**config.mk**
```make
export PLATFORM = sky130hd
export DESIGN_NAME = uart_tx_scheduler_flat
export DESIGN_NICKNAME = d
export VERILOG_FILES = /design/src/rtl/uart_tx_scheduler_pkg.sv /design/src/rtl/uart_tx_scheduler_if.sv /design/src/rtl/uart_tx_scheduler_rr_arbiter.sv /design/src/rtl/uart_tx_scheduler.sv /design/src/flat_wrapper.sv
export SDC_FILE = /design/constraint.sdc
export NUM_CORES = 1
export LEC_CHECK = 0
export ABC_AREA = 0
export BUFFER_PORTS_ARGS = -buffer_cell sky130_fd_sc_hd__buf_4
export CORE_MARGIN = 8
export CORE_UTILIZATION = 45
export CTS_CLUSTER_DIAMETER = 120
export CTS_CLUSTER_SIZE = 16
export DETAILED_ROUTE_END_ITERATION = 12
export GPL_ROUTABILITY_DRIVEN = 0
export GPL_TIMING_DRIVEN = 0
export PLACE_DENSITY_LB_ADDON = 0.1
export SLEW_MARGIN = 15
export SYNTH_ARGS = -nofsm -noshare
export SYNTH_HDL_FRONTEND = slang
export SYNTH_HIERARCHICAL = 1
export SYNTH_SLANG_ARGS = --single-unit
```
**constraint.sdc**
```tcl
create_clock -name CLK -period 3.5 [get_ports CLK]
set_clock_uncertainty 0.2 [all_clocks]
set_input_delay 0.525 -clock CLK [delete_from_list [all_inputs] [get_ports CLK]]
set_output_delay 0.525 -clock CLK [all_outputs]
set_load 0.005 [all_outputs]
```
**src/rtl/uart_tx_scheduler_pkg.sv**
```systemverilog
// Shared types and width helpers for the UART transmit scheduler.
package uart_pkg;

   // Scheduler FSM: arbitrate, strobe the serializer, wait for busy to rise, then fall.
   typedef enum logic [1:0] {
      IDLE       = 2'd0,
      LAUNCH     = 2'd1,
      WAIT_START = 2'd2,
      WAIT_END   = 2'd3
   } sched_state_t;

   localparam int NUM_REQ_DEF = 4;
   localparam int ID_W        = $clog2(NUM_REQ_DEF);

   // Requester index width; never below one bit.
   function automatic int id_width(input int n);
      return (n > 1) ? $clog2(n) : 1;
   endfunction

   // Timeout counter only has to hold 0 .. TIMEOUT-1.
   function automatic int tmo_cnt_width(input int t);
      return (t > 1) ? $clog2(t) : 1;
   endfunction

endpackage

```
**src/rtl/uart_tx_scheduler_if.sv**
```systemverilog
// Requester and UART_TX facing signals of the scheduler, bundled.
// slave = scheduler view, master = requesters plus serializer view.
interface uart_tx_scheduler_if
   import uart_pkg::*;
#(
   parameter int NUM_REQ    = 4,
   parameter int DATA_WIDTH = 8
) ();

   localparam int GID_W = id_width(NUM_REQ);

   // requester side
   logic [NUM_REQ-1:0]            REQ;
   logic [NUM_REQ*DATA_WIDTH-1:0] REQ_DATA;
   logic [NUM_REQ-1:0]            REQ_PAR_EN;
   logic [NUM_REQ-1:0]            REQ_PAR_TYP;
   logic [NUM_REQ-1:0]            ACK;
   logic [NUM_REQ-1:0]            DONE;
   logic [GID_W-1:0]              GNT_ID;
   logic                          ACTIVE;
   logic                          ERR;
   logic                          ERR_CLR;

   // serializer side
   logic [DATA_WIDTH-1:0]         P_DATA;
   logic                          Data_valid;
   logic                          PAR_EN;
   logic                          PAR_TYP;
   logic                          busy;

   modport slave (
      input  REQ, REQ_DATA, REQ_PAR_EN, REQ_PAR_TYP, ERR_CLR, busy,
      output ACK, DONE, GNT_ID, ACTIVE, ERR, P_DATA, Data_valid, PAR_EN, PAR_TYP
   );

   modport master (
      output REQ, REQ_DATA, REQ_PAR_EN, REQ_PAR_TYP, ERR_CLR, busy,
      input  ACK, DONE, GNT_ID, ACTIVE, ERR, P_DATA, Data_valid, PAR_EN, PAR_TYP
   );

endinterface

```
**src/rtl/uart_tx_scheduler_rr_arbiter.sv**
```systemverilog
// Combinational round-robin pick: first set request at or above ptr, wrapping.
module uart_rr_arbiter
   import uart_pkg::*;
#(
   parameter int NUM_REQ = 4,
   parameter int GID_W   = id_width(NUM_REQ)
) (
   input  logic [NUM_REQ-1:0] req,
   input  logic [GID_W-1:0]   ptr,
   output logic               gnt_valid,
   output logic [GID_W-1:0]   gnt_id
);

   logic [GID_W:0]   sum;
   logic [GID_W-1:0] idx;

   // Scan offsets from farthest to nearest so the requester closest to ptr wins.
   always_comb begin
      gnt_valid = 1'b0;
      gnt_id    = '0;
      sum       = '0;
      idx       = '0;
      for (int i = NUM_REQ - 1; i >= 0; i--) begin
         sum = {1'b0, ptr} + (GID_W + 1)'(i);
         if (sum >= (GID_W + 1)'(NUM_REQ)) sum = sum - (GID_W + 1)'(NUM_REQ);
         idx = sum[GID_W-1:0];
         if (req[idx]) begin
            gnt_valid = 1'b1;
            gnt_id    = idx;
         end
      end
   end

endmodule

```
**src/rtl/uart_tx_scheduler.sv**
```systemverilog
// Shares one UART_TX among NUM_REQ byte requesters, round-robin.
// Latches the winner's byte/parity config, strobes Data_valid once, then follows
// the serializer's busy flag to produce per-requester ACK and DONE pulses.
module uart_tx_scheduler
   import uart_pkg::*;
#(
   parameter int NUM_REQ    = 4,
   parameter int DATA_WIDTH = 8,
   parameter int TIMEOUT    = 15
) (
   input  logic                 CLK,
   input  logic                 RST,
   uart_tx_scheduler_if.slave   bus
);

   localparam int GID_W  = id_width(NUM_REQ);
   localparam int TCNT_W = tmo_cnt_width(TIMEOUT);

   sched_state_t                         state, state_nxt;
   logic [GID_W-1:0]                     ptr, ptr_nxt, gnt_id_q, arb_id;
   logic                                 arb_valid;
   logic [TCNT_W-1:0]                    tcnt;
   logic [NUM_REQ-1:0][DATA_WIDTH-1:0]   req_bytes;
   logic [DATA_WIDTH-1:0]                data_q;
   logic                                 pen_q, ptyp_q, err_q;
   logic [NUM_REQ-1:0]                   ack_q, done_q, owner_oh;
   logic                                 grant, started, ended, tmo_hit;

   uart_rr_arbiter #(.NUM_REQ(NUM_REQ), .GID_W(GID_W)) u_arb (
      .req       (bus.REQ),
      .ptr       (ptr),
      .gnt_valid (arb_valid),
      .gnt_id    (arb_id)
   );

   assign req_bytes = bus.REQ_DATA;
   assign owner_oh  = NUM_REQ'(1) << gnt_id_q;
   assign ptr_nxt   = (gnt_id_q == GID_W'(NUM_REQ - 1)) ? '0 : gnt_id_q + 1'b1;

   // A busy serializer in IDLE belongs to someone else; never launch over it.
   assign grant   = (state == IDLE) && arb_valid && !bus.busy;
   assign started = (state == WAIT_START) && bus.busy;
   assign ended   = (state == WAIT_END) && !bus.busy;
   assign tmo_hit = (state == WAIT_START) && !bus.busy && (tcnt == TCNT_W'(TIMEOUT - 1));

   // State register.
   always_ff @(posedge CLK or negedge RST) begin
      if (!RST) state <= IDLE;
      else      state <= state_nxt;
   end

   // Next-state logic.
   always_comb begin
      state_nxt = state;
      case (state)
         IDLE:       if (grant) state_nxt = LAUNCH;
         LAUNCH:     state_nxt = WAIT_START;
         WAIT_START: begin
            if (bus.busy)     state_nxt = WAIT_END;
            else if (tmo_hit) state_nxt = IDLE;
         end
         WAIT_END:   if (!bus.busy) state_nxt = IDLE;
         default:    state_nxt = IDLE;
      endcase
   end

   // State-decoded outputs: launch strobe and ownership flag.
   always_comb begin
      bus.Data_valid = 1'b0;
      bus.ACTIVE     = 1'b0;
      case (state)
         LAUNCH: begin
            bus.Data_valid = 1'b1;
            bus.ACTIVE     = 1'b1;
         end
         WAIT_START, WAIT_END: bus.ACTIVE = 1'b1;
         default: ;
      endcase
   end

   // Latch the winner's byte and parity config; held until the next grant.
   always_ff @(posedge CLK or negedge RST) begin
      if (!RST) begin
         gnt_id_q <= '0;
         data_q   <= '0;
         pen_q    <= 1'b0;
         ptyp_q   <= 1'b0;
      end else if (grant) begin
         gnt_id_q <= arb_id;
         data_q   <= req_bytes[arb_id];
         pen_q    <= bus.REQ_PAR_EN[arb_id];
         ptyp_q   <= bus.REQ_PAR_TYP[arb_id];
      end
   end

   // Round-robin pointer moves past the owner when its frame ends or times out.
   always_ff @(posedge CLK or negedge RST) begin
      if (!RST)                ptr <= '0;
      else if (ended || tmo_hit) ptr <= ptr_nxt;
   end

   // Cycles spent in WAIT_START without busy; restarted on every launch.
   always_ff @(posedge CLK or negedge RST) begin
      if (!RST)                                tcnt <= '0;
      else if (state == LAUNCH)                tcnt <= '0;
      else if (state == WAIT_START && !bus.busy) tcnt <= tcnt + 1'b1;
   end

   // One-cycle ACK when busy rises, DONE when it falls, both to the owner.
   always_ff @(posedge CLK or negedge RST) begin
      if (!RST) begin
         ack_q  <= '0;
         done_q <= '0;
      end else begin
         ack_q  <= started ? owner_oh : '0;
         done_q <= ended   ? owner_oh : '0;
      end
   end

   // Sticky timeout flag; a new timeout beats a simultaneous clear.
   always_ff @(posedge CLK or negedge RST) begin
      if (!RST)             err_q <= 1'b0;
      else if (tmo_hit)     err_q <= 1'b1;
      else if (bus.ERR_CLR) err_q <= 1'b0;
   end

   assign bus.ACK     = ack_q;
   assign bus.DONE    = done_q;
   assign bus.GNT_ID  = gnt_id_q;
   assign bus.ERR     = err_q;
   assign bus.P_DATA  = data_q;
   assign bus.PAR_EN  = pen_q;
   assign bus.PAR_TYP = ptyp_q;

endmodule
```
**src/flat_wrapper.sv**
```systemverilog
// flat-port wrapper written by rule: the top's interface ports become plain ports
module uart_tx_scheduler_flat import uart_pkg::*;
#(
   parameter int NUM_REQ    = 4,
   parameter int DATA_WIDTH = 8,
   parameter int TIMEOUT    = 15
)
  (CLK, RST, bus_REQ, bus_REQ_DATA, bus_REQ_PAR_EN, bus_REQ_PAR_TYP, bus_ERR_CLR, bus_busy, bus_ACK, bus_DONE, bus_GNT_ID, bus_ACTIVE, bus_ERR, bus_P_DATA, bus_Data_valid, bus_PAR_EN, bus_PAR_TYP);
  uart_tx_scheduler_if #(.NUM_REQ(NUM_REQ), .DATA_WIDTH(DATA_WIDTH)) bus_i ();
  input  logic CLK;
  input  logic RST;
  input wire logic [$bits(bus_i.REQ)-1:0] bus_REQ;
  input wire logic [$bits(bus_i.REQ_DATA)-1:0] bus_REQ_DATA;
  input wire logic [$bits(bus_i.REQ_PAR_EN)-1:0] bus_REQ_PAR_EN;
  input wire logic [$bits(bus_i.REQ_PAR_TYP)-1:0] bus_REQ_PAR_TYP;
  input wire logic [$bits(bus_i.ERR_CLR)-1:0] bus_ERR_CLR;
  input wire logic [$bits(bus_i.busy)-1:0] bus_busy;
  output wire logic [$bits(bus_i.ACK)-1:0] bus_ACK;
  output wire logic [$bits(bus_i.DONE)-1:0] bus_DONE;
  output wire logic [$bits(bus_i.GNT_ID)-1:0] bus_GNT_ID;
  output wire logic [$bits(bus_i.ACTIVE)-1:0] bus_ACTIVE;
  output wire logic [$bits(bus_i.ERR)-1:0] bus_ERR;
  output wire logic [$bits(bus_i.P_DATA)-1:0] bus_P_DATA;
  output wire logic [$bits(bus_i.Data_valid)-1:0] bus_Data_valid;
  output wire logic [$bits(bus_i.PAR_EN)-1:0] bus_PAR_EN;
  output wire logic [$bits(bus_i.PAR_TYP)-1:0] bus_PAR_TYP;
  assign bus_i.REQ = bus_REQ;
  assign bus_i.REQ_DATA = bus_REQ_DATA;
  assign bus_i.REQ_PAR_EN = bus_REQ_PAR_EN;
  assign bus_i.REQ_PAR_TYP = bus_REQ_PAR_TYP;
  assign bus_i.ERR_CLR = bus_ERR_CLR;
  assign bus_i.busy = bus_busy;
  assign bus_ACK = bus_i.ACK;
  assign bus_DONE = bus_i.DONE;
  assign bus_GNT_ID = bus_i.GNT_ID;
  assign bus_ACTIVE = bus_i.ACTIVE;
  assign bus_ERR = bus_i.ERR;
  assign bus_P_DATA = bus_i.P_DATA;
  assign bus_Data_valid = bus_i.Data_valid;
  assign bus_PAR_EN = bus_i.PAR_EN;
  assign bus_PAR_TYP = bus_i.PAR_TYP;
  uart_tx_scheduler #(.NUM_REQ(NUM_REQ), .DATA_WIDTH(DATA_WIDTH), .TIMEOUT(TIMEOUT)) u_core (.CLK(CLK), .RST(RST), .bus(bus_i));
endmodule
```
==> run metrics, run 1 <==
outcome=completed; Total Nets Final=~260; port bufs=70; Worst VDD drop=between 0.0003 and 0.0004 V; total global-route track usage=0.146; Max Cap Viol=0; yosys warns=6; Yosys cell types=31; Synth top area share=0.453; post-DR vias/cell=a little over 5; Syn Nets=180; slew of the pin with the lowest slew margin=between 0.5 and 0.6 ns; ANT nets after route=0; grt ovf=0; Boundary Pins=71; worst r2r src=u_core/ptr[1]; Post-synth EDFFs=0; setup bufs post-CTS=0; CTS resizes=0; area of the multi-input gates=808 um2; gate count of the mapped netlist=between 100 and 150; Critical Path Max Stage Delay=~0.45 ns; Finished Layout Cells=251; worst-path cell with the longest stage delay=dfrtp_1; diode count=0; Seq/Total Area, Yosys=0.453; pins over their slew limit=0; Worst Setup SP=u_core/ptr[1]; clk buf depth=2; RSZ-0062 raised after global routing=false; largest area contributor in the netlist=dfrtp_1; crit path launch type=flip-flop; Tmin final=2.32 ns; Setup TNS=0 ns; Mapped Area=around 1600 um2; Starting Density=0.473; final worst path period share=0.663; post-cts hold buffer count=1; Root Driver=clkbuf_4; hpwl dp=between 3000 and 4000 um; Fillers=between 200 and 300; crit path max fanout=10; Clock transition at path regs=around 0.1 ns; worst path arrival time=approximately 2.3 ns; CP endpoint=u_core/bus.P_DATA[2]; commonest cells in the netlist=dfrtp_1, mux4_2, nand2_1, mux2_2, nor2_1; H-tree Lvls=2; Mapped Avg Cell Area=12.7 um2; WL final=3800 um; Relative slew margins=0.651; pwr dens=between 600 and 700 nW/um2; Setup crit end kind=flip-flop; hold crit path type=input port to flip-flop; critical path depth=6; Synth Flop Type=dfrtp_1; core footprint=3390 um2; first-pass GRT wire length=6290 um; Area growth syn-to-layout=43.4%; initial antenna violation count=0; Clk Latency, worst-skew pair=between 0.3 and 0.4 ns; largest net degree at the start of global routing=30; Pre-Repair DR Iteration Count=4; fraction of registers with async set or reset after synthesis=1.00; static leakage=between 1 and 1.5 nW; Critical Path RT=~3.5 ns; Reg2Reg Depth=6; crit path buf inv count=1; Top delay family on crit path=multiplexers; most frequent cell after synthesis=dfrtp_1; Reg area=between 700 and 800 um2; Seq cells post-synth=29; vias in the first global route=around 1400; Die Span Y=75.7 um; DRC=0; Hold Fails Final Rpt=0; FP Rows=21; synth top area cells=dfrtp_1, mux4_2, mux2_2, ha_1, mux2_4; worst reg-to-reg setup slack=1.18 ns; TritonCTS clock tree=built; Die Area=5730 um2; routed vias=roughly 1300; placed cell count=approximately 240; FMAX=~430 MHz; Wirelength per Cell=around 15 um; final setup vio count=0; clock sinks=29; CP Class=flip-flop to flip-flop; RR Endpoint=u_core/bus.P_DATA[2]; drt initial violations=74; Num CTS Buffers=5; layout cell share with drive strength beyond 1=0.527; chip width=approximately 76 um; crit-path cells=nor3b_1 > a211oi_1 > nor2_1 > clkbuf_1 > mux4_2 > mux2_2
[state kept, by name (all words and copies together) (netlist names)]
register,flops
u_core/bus.PAR_TYP,1
u_core/tcnt,4
u_core/bus.PAR_EN,1
u_core/bus.ERR,1
u_core/bus.ACK,4
u_core/bus.DONE,4
u_core/state,2
u_core/bus.P_DATA,8
u_core/bus.GNT_ID,2
u_core/ptr,2
[cell type report]
class,count,area share
inverter,6,0.00980
timing repair buffer,71,0.233
sequential,29,0.316
clock buffer,5,0.0163
clock inverter,3,0.0283
tap,46,0.0250
multi-input combinational,85,0.352
buffer,6,0.0201
[routing by layer]
layer  track usage  wire length (um)  share of wire  vias to the layer above
met5             0                 0              0                        -
met4        0.0448                38          0.010                        0
met3        0.0645               341          0.090                        5
met2         0.253              1990           0.52                       47
met1         0.156              1430           0.38                      630
li1              -                 -              -                      617
[metrics by stage]
stage	area, um2	worst slack [ns]	utilization	hold slack (ns)	total power [mW]
global route	2300	1.02	0.678	0.262	1.71
global placement	2190	1.01	0.645	0.266	1.25
floorplan	1600	1.36	-	0.0294	0.981
finish	2300	1.18	0.678	0.272	1.59
CTS	2300	1.17	0.678	0.255	1.62
detailed placement	2190	0.964	0.645	0.270	1.27
[cells by family after synthesis]
group,Yosys count,share of synthesized area
mux,23,0.245
compound gates,18,0.0781
simple gates,38,0.134
fa+ha+maj,6,0.0468
flops,29,0.453
buf+inv,12,0.0429
[placed cells by master, fill, tap and decap left out, types with 2 or more instances in the layout]
master     instances
buf_4             70
dfrtp_1           29
mux4_2             9
nand2_1            8
nor2_1             7
mux2_2             7
nor3_1             6
and2_1             6
a21oi_1            6
ha_1               6
clkbuf_4           5
inv_1              5
mux2_4             5
o21ai_0            4
buf_6              3
nand2b_1           3
o2bb2ai_1          3
bufinv_16          2
clkbuf_1           2
nand3_1            2
a211oi_2           2
[power breakdown]
group | total (mW) | internal (mW) | switching [mW]
Combinational | 0.707 | 0.420 | 0.287
Clock | 0.340 | 0.221 | 0.119
Sequential | 0.546 | 0.453 | 0.0931
Total | 1.59 | 1.09 | 0.499
[worst min-delay path by stage]
stage                         endpoint        start  depth (start not counted)  slack [ns]
finish                  u_core/bus.ERR  bus_ERR_CLR                          3        0.27
global route            u_core/bus.ERR  bus_ERR_CLR                          3        0.26
detailed placement   u_core/bus.ACK[3]          RST                          1        0.27
global placement    u_core/bus.DONE[0]          RST                          1        0.27
CTS                     u_core/bus.ERR  bus_ERR_CLR                          3        0.26
floorplan            u_core/bus.ACK[0]          RST                          0        0.03
[worst register-to-register path, stage by stage, from the launching register on]
cell and delay [ns]:
dfrtp_1 0.45, nor3b_1 0.23, a211oi_1 0.09, nor2_1 0.16, clkbuf_1 0.44, mux4_2 0.38, mux2_2 0.27
Note: power is estimated with default switching activity, not from simulation.
==> run 2: changes to the inputs <==
- ABC_AREA: 0 -> 1
- clock period: 3.5 -> 2.3 ns (I/O delays scaled with it)
==> run metrics, run 2 <==
post-DR vias/cell=4.56 (was 5.18); Critical Path RT=2.27 ns (was 3.51 ns); ANT nets after route=0 (unchanged); initial antenna violation count=0 (unchanged); synth top area cells=dfrtp_1, nand2_1, inv_1, nand3_1, ha_1 (was dfrtp_1, mux4_2, mux2_2, ha_1, mux2_4); crit-path cells=buf_6 > nand2_1 > nand3_1 > nand2_1 > nand3_1 > nand2_1 > nand2_1 > nand2_1 > buf_2 > nand2_1 > nand3_1 > nand2_1 > nand2_1 > nand2_1 (was nor3b_1 > a211oi_1 > nor2_1 > clkbuf_1 > mux4_2 > mux2_2); RSZ-0062 raised after global routing=false (unchanged); hpwl dp=3780 um (was 3050 um); first-pass GRT wire length=8060 um (was 6290 um); Die Span Y=81.1 um (was 75.7 um); Yosys cell types=21 (was 31); Seq cells post-synth=29 (unchanged); Setup crit end kind=flip-flop (unchanged); Total Nets Final=428 (was 258); Mapped Avg Cell Area=6.43 um2 (was 12.7 um2); Wirelength per Cell=11.5 um (was 15.1 um); setup bufs post-CTS=0 (unchanged); Critical Path Max Stage Delay=0.40 ns (was 0.45 ns); Tmin final=2.03 ns (was 2.32 ns); crit path max fanout=10 (unchanged); crit path buf inv count=2 (was 1); core footprint=4030 um2 (was 3390 um2); Clock transition at path regs=0.06 ns (was 0.10 ns); vias in the first global route=1852 (was 1433); Post-Place Cell Area=2490 um2 (was 2190 um2); commonest cells in the netlist=nand2_1, inv_1, nand3_1, dfrtp_1, nor2_1 (was dfrtp_1, mux4_2, nand2_1, mux2_2, nor2_1); Top cell by count, worst path=nand2_1; DRC=0 (unchanged); chip width=81.1 um (was 75.7 um); Relative slew margins=0.759 (was 0.651); Area growth syn-to-layout=35.7% (was 43.4%); Die Area=6570 um2 (was 5730 um2); commonest non-fill, non-tap cell in the layout=nand2_1 (was buf_4); hold crit path type=input port to flip-flop (unchanged); final worst path period share=0.881 (was 0.663); routed vias=1938 (was 1299); placed cell count=416 (was 242); H-tree Lvls=2 (unchanged); Root Driver=clkbuf_8 (was clkbuf_4); commonest cells after routing, fill and taps aside=nand2_1, buf_4, inv_1 (was buf_4, dfrtp_1, mux4_2); Clk Latency, worst-skew pair=0.27 ns (was 0.32 ns); pwr dens=1260 nW/um2 (was 693 nW/um2); Worst VDD drop=0.000818 V (was 0.000319 V); clock sinks=29 (unchanged); Hold Crit Start=bus_ERR_CLR (unchanged); largest net degree at the start of global routing=30 (unchanged); worst path arrival time=2.00 ns (was 2.34 ns); max reg flops=8 (unchanged); Post-synth EDFFs=0 (unchanged); Util after Layout=0.641 (was 0.678); TritonCTS clock tree=built (unchanged); Num CTS Buffers=5 (unchanged); outcome=completed (unchanged); gate count of the mapped netlist=296 (was 126); Setup TNS=0 ns (unchanged); Syn Nets=350 (was 180); slew of the pin with the lowest slew margin=0.362 ns (was 0.523 ns); static leakage=1.60 nW (was 1.11 nW); drt initial violations=82 (was 74); worst-path cell with the longest stage delay=dfrtp_1 (unchanged); post-route setup slack=0.273 ns (was 1.18 ns); dpl ws=0.146 ns (was 0.964 ns); worst reg-to-reg setup slack=0.27 ns (was 1.18 ns); yosys warns=6 (unchanged); port bufs=70 (unchanged); Synth top area share=0.381 (was 0.453); FP Rows=23 (was 21); RR Endpoint=u_core/bus.P_DATA[6] (was u_core/bus.P_DATA[2]); most frequent cell after synthesis=nand2_1 (was dfrtp_1); crit path launch type=flip-flop (unchanged); diode count=0 (unchanged); Pre-Repair DR Iteration Count=4 (unchanged); worst r2r src=u_core/ptr[0] (was u_core/ptr[1]); Max Cap Viol=0 (unchanged); total global-route track usage=0.153 (was 0.146); WL final=4890 um (was 3800 um); FMAX=493 MHz (was 431 MHz); largest area contributor in the netlist=dfrtp_1 (unchanged); CP Class=flip-flop to flip-flop (unchanged); grt ovf=0 (unchanged); worst hold slack=0.0567 ns (was 0.272 ns); Mapped Area=1900 um2 (was 1600 um2); Starting Density=0.473 (about the same); Reg2Reg Depth=14 (was 6); pins over their slew limit=0 (unchanged); final setup vio count=0 (unchanged); Synth Flop Type=dfrtp_1 (unchanged); worst hold path depth=2 (was 3); Hold Fails Final Rpt=0 (unchanged); Finished Layout Cells=425 (was 251); layout cell share with drive strength beyond 1=0.256 (was 0.527); Top delay family on crit path=simple AND/OR/NAND/NOR gates (was multiplexers); finished layout cell area=2580 um2 (was 2300 um2); Boundary Pins=71 (unchanged); fraction of registers with async set or reset after synthesis=1.00 (unchanged); Tot Pwr=3.25 mW (was 1.59 mW); Hold Path End=u_core/bus.ERR (unchanged); Seq/Total Area, Yosys=0.381 (was 0.453); clk buf depth=2 (unchanged)
==> run 2: per-layer routing <==
layer / global-route usage / routed length [um] / up-vias
met3: 0.0464 / 431 / 4
met4: 0.0375 / 42 / 0
li1: - / - / 1031
met1: 0.189 / 2220 / 845
met2: 0.255 / 2200 / 58
met5: 0 / 0 / -
==> run 2: repair_timing <==
action | 4_1_cts | 5_1_grt
hold buffers | 1 | 0
hold endpoints to repair | 29 | 0
setup endpoints to repair | 0 | 10
resized for setup | 0 | 3
==> run 2: cell families after synthesis <==
family          share of synthesized area
simple gates                        0.382
buf+inv                             0.155
flops                               0.381
compound gates                     0.0374
fa+ha+maj                          0.0394
xor+xnor                          0.00460
==> run 2: area by class of cell <==
type	instances	area [um2]
Sequential cell	29	726
Inverter	66	249
Buffer	7	47.5
Clock buffer	8	80.1
Fill cell	391	1450
Timing Repair Buffer	71	536
Multi-Input combinational cell	194	883
Tap cell	50	62.6
==> run 2: worst max-delay path by stage <==
stage | from | endpoint | slack, ns | cells after the start
after global routing | u_core/ptr[0] | u_core/bus.PAR_EN | 0.04 | 14
after global placement | u_core/ptr[0] | u_core/bus.P_DATA[0] | 0.15 | 11
after floorplan | u_core/ptr[0] | u_core/bus.PAR_TYP | 0.45 | 12
final | u_core/ptr[0] | u_core/bus.P_DATA[6] | 0.27 | 14
after detailed placement | u_core/ptr[0] | u_core/bus.P_DATA[0] | 0.15 | 11
after CTS | u_core/ptr[0] | u_core/bus.P_DATA[0] | 0.13 | 11
==> run 2: where the power goes <==
part | total, mW | switching (mW) | internal (mW)
sequential | 0.850 | 0.160 | 0.690
clock | 0.391 | 0.177 | 0.214
combinational | 2.01 | 1.20 | 0.813
total | 3.25 | 1.54 | 1.72
==> run 3: changes to the inputs <==
- BUFFER_PORTS_ARGS: -buffer_cell sky130_fd_sc_hd__buf_4 -> default
- DONT_BUFFER_PORTS: default -> 1
==> run metrics, run 3 (same netlist as run 2, synthesis figures left out) <==
port bufs=0 (was 70); hpwl dp=3540 um (was 3780 um); crit path launch type=flip-flop (unchanged); Reg2Reg Depth=11 (was 14); diode count=0 (unchanged); worst-path cell with the longest stage delay=dfrtp_1 (unchanged); worst hold path depth=2 (unchanged); layout cell share with drive strength beyond 1=0.0977 (was 0.256); first-pass GRT wire length=7490 um (was 8060 um); dpl ws=0.109 ns (was 0.146 ns); CP Class=flip-flop to flip-flop (unchanged); TritonCTS clock tree=built (unchanged); vias in the first global route=1600 (was 1852); Root Driver=clkbuf_8 (unchanged); commonest cells after routing, fill and taps aside=nand2_1, inv_1, nand3_1 (was nand2_1, buf_4, inv_1); Total Nets Final=360 (was 428); Wirelength per Cell=12.9 um (was 11.5 um); area of the multi-input gates=883 um2 (unchanged); Tmin final=2.04 ns (was 2.03 ns); DRC=0 (unchanged); H-tree Lvls=2 (unchanged); worst r2r src=u_core/ptr[0] (unchanged); max reg flops=8 (unchanged); Setup crit end kind=flip-flop (unchanged); outcome=completed (unchanged); Die Span Y=81.1 um (unchanged); crit path max fanout=10 (unchanged); Hold Crit Start=bus_busy (was bus_ERR_CLR); Clock transition at path regs=0.07 ns (was 0.06 ns); RSZ-0062 raised after global routing=false (unchanged); drt initial violations=45 (was 82); post-DR vias/cell=4.73 (was 4.56); Top cell by count, worst path=nand2_1 (unchanged); RR Endpoint=u_core/bus.P_DATA[6] (unchanged); Num CTS Buffers=5 (unchanged); Tot Pwr=3.26 mW (was 3.25 mW); placed cell count=346 (was 416); routed vias=1690 (was 1938); crit path buf inv count=3 (was 2); Fillers=426 (was 391); pins over their slew limit=0 (unchanged); Area growth syn-to-layout=12.5% (was 35.7%); Die Area=6570 um2 (unchanged); Critical Path Max Stage Delay=0.40 ns (about the same); worst hold slack=0.0428 ns (was 0.0567 ns); post-route setup slack=0.255 ns (was 0.273 ns); pwr dens=1520 nW/um2 (was 1260 nW/um2); Critical Path RT=2.33 ns (was 2.27 ns); Worst VDD drop=0.000667 V (was 0.000818 V); Starting Density=0.473 (unchanged); Hold Fails Final Rpt=0 (unchanged); Setup TNS=0 ns (unchanged); commonest non-fill, non-tap cell in the layout=nand2_1 (unchanged); clock sinks=29 (unchanged); Top delay family on crit path=buffers and inverters (was simple AND/OR/NAND/NOR gates); WL final=4620 um (was 4890 um); Pre-Repair DR Iteration Count=4 (unchanged); Max Cap Viol=0 (unchanged); slew of the pin with the lowest slew margin=0.281 ns (was 0.362 ns); finished layout cell area=2140 um2 (was 2580 um2); static leakage=1.30 nW (was 1.60 nW); crit-path cells=buf_6 > o21ai_2 > nand2_1 > nand2_1 > inv_1 > a21boi_1 > clkbuf_2 > nand3_1 > nand2_1 > nand2_1 > nand2_1 (was buf_6 > nand2_1 > nand3_1 > nand2_1 > nand3_1 > nand2_1 > nand2_1 > nand2_1 > buf_2 > nand2_1 > nand3_1 > nand2_1 > nand2_1 > nand2_1); FP Rows=23 (unchanged); Util after Layout=0.532 (was 0.641); Clk Latency, worst-skew pair=0.28 ns (was 0.27 ns); largest net degree at the start of global routing=30 (unchanged); hold crit path type=input port to flip-flop (unchanged); Boundary Pins=71 (unchanged); core footprint=4030 um2 (unchanged); worst reg-to-reg setup slack=0.26 ns (was 0.27 ns); Post-Place Cell Area=1970 um2 (was 2490 um2); FMAX=489 MHz (was 493 MHz); final worst path period share=0.889 (was 0.881); ANT nets after route=0 (unchanged); grt ovf=0 (unchanged); initial antenna violation count=0 (unchanged); chip width=81.1 um (unchanged); total global-route track usage=0.146 (was 0.153); final setup vio count=0 (unchanged); clk buf depth=2 (unchanged); Finished Layout Cells=357 (was 425); worst path arrival time=2.07 ns (was 2.00 ns); Reg area=726 um2 (unchanged); Hold Path End=u_core/state[0] (was u_core/bus.ERR); Relative slew margins=0.812 (was 0.759)
[run 3: cell count changes in the layout (fill, tap and decap cells not counted)]
cell / change
buf_4: -70
buf_12: +1
dlygate4sd3_1: +1
clkbuf_1: -3
clkinv_2: +1
bufinv_16: +2
[run 3: worst reg2reg max path, stage by stage (launching register included)]
cell and delay, ns:
dfrtp_1 0.40, buf_6 0.15, o21ai_2 0.18, nand2_1 0.10
nand2_1 0.07, inv_1 0.03, a21boi_1 0.26, clkbuf_2 0.31
nand3_1 0.11, nand2_1 0.09, nand2_1 0.05, nand2_1 0.05
[run 3: worst max path at each step]
stage	slack, ns	end	start	depth (start not counted)
floorplan	0.45	u_core/bus.PAR_TYP	u_core/ptr[0]	12
global placement	0.11	u_core/bus.P_DATA[6]	u_core/ptr[0]	11
detailed placement	0.11	u_core/bus.P_DATA[6]	u_core/ptr[0]	11
CTS	0.09	u_core/bus.P_DATA[6]	u_core/ptr[0]	11
global route	0.02	u_core/bus.P_DATA[1]	u_core/ptr[0]	14
finish	0.26	u_core/bus.P_DATA[6]	u_core/ptr[0]	11
[run 3: metal layers]
metal | vias to the layer above | wire length (um) | GRT usage
met5 | - | 0 | 0
li1 | 891 | - | -
met4 | 0 | 42 | 0.0375
met3 | 6 | 422 | 0.0662
met1 | 741 | 2000 | 0.164
met2 | 52 | 2150 | 0.248
[run 3: layout make-up]
class                           instances  area share
Timing Repair Buffer                    3      0.0187
Buffer                                  7      0.0222
Sequential cell                        29       0.339
Multi-Input combinational cell        194       0.412
Inverter                               66       0.116
Tap cell                               50      0.0292
Clock inverter                          3      0.0304
Clock buffer                            5      0.0321
[run 3: repair_timing]
action	in CTS	in global routing
endpoints found under the hold margin	30	0
setup buffers	0	0
endpoints found under the setup margin	0	10
gates resized for setup	0	3
hold buffers	3	0
[run 3: where the power goes]
group / switching, mW / total [mW] / internal, mW
clock network: 0.199 / 0.629 / 0.430
logic: 1.13 / 1.75 / 0.621
registers: 0.192 / 0.882 / 0.690
total: 1.52 / 3.26 / 1.74
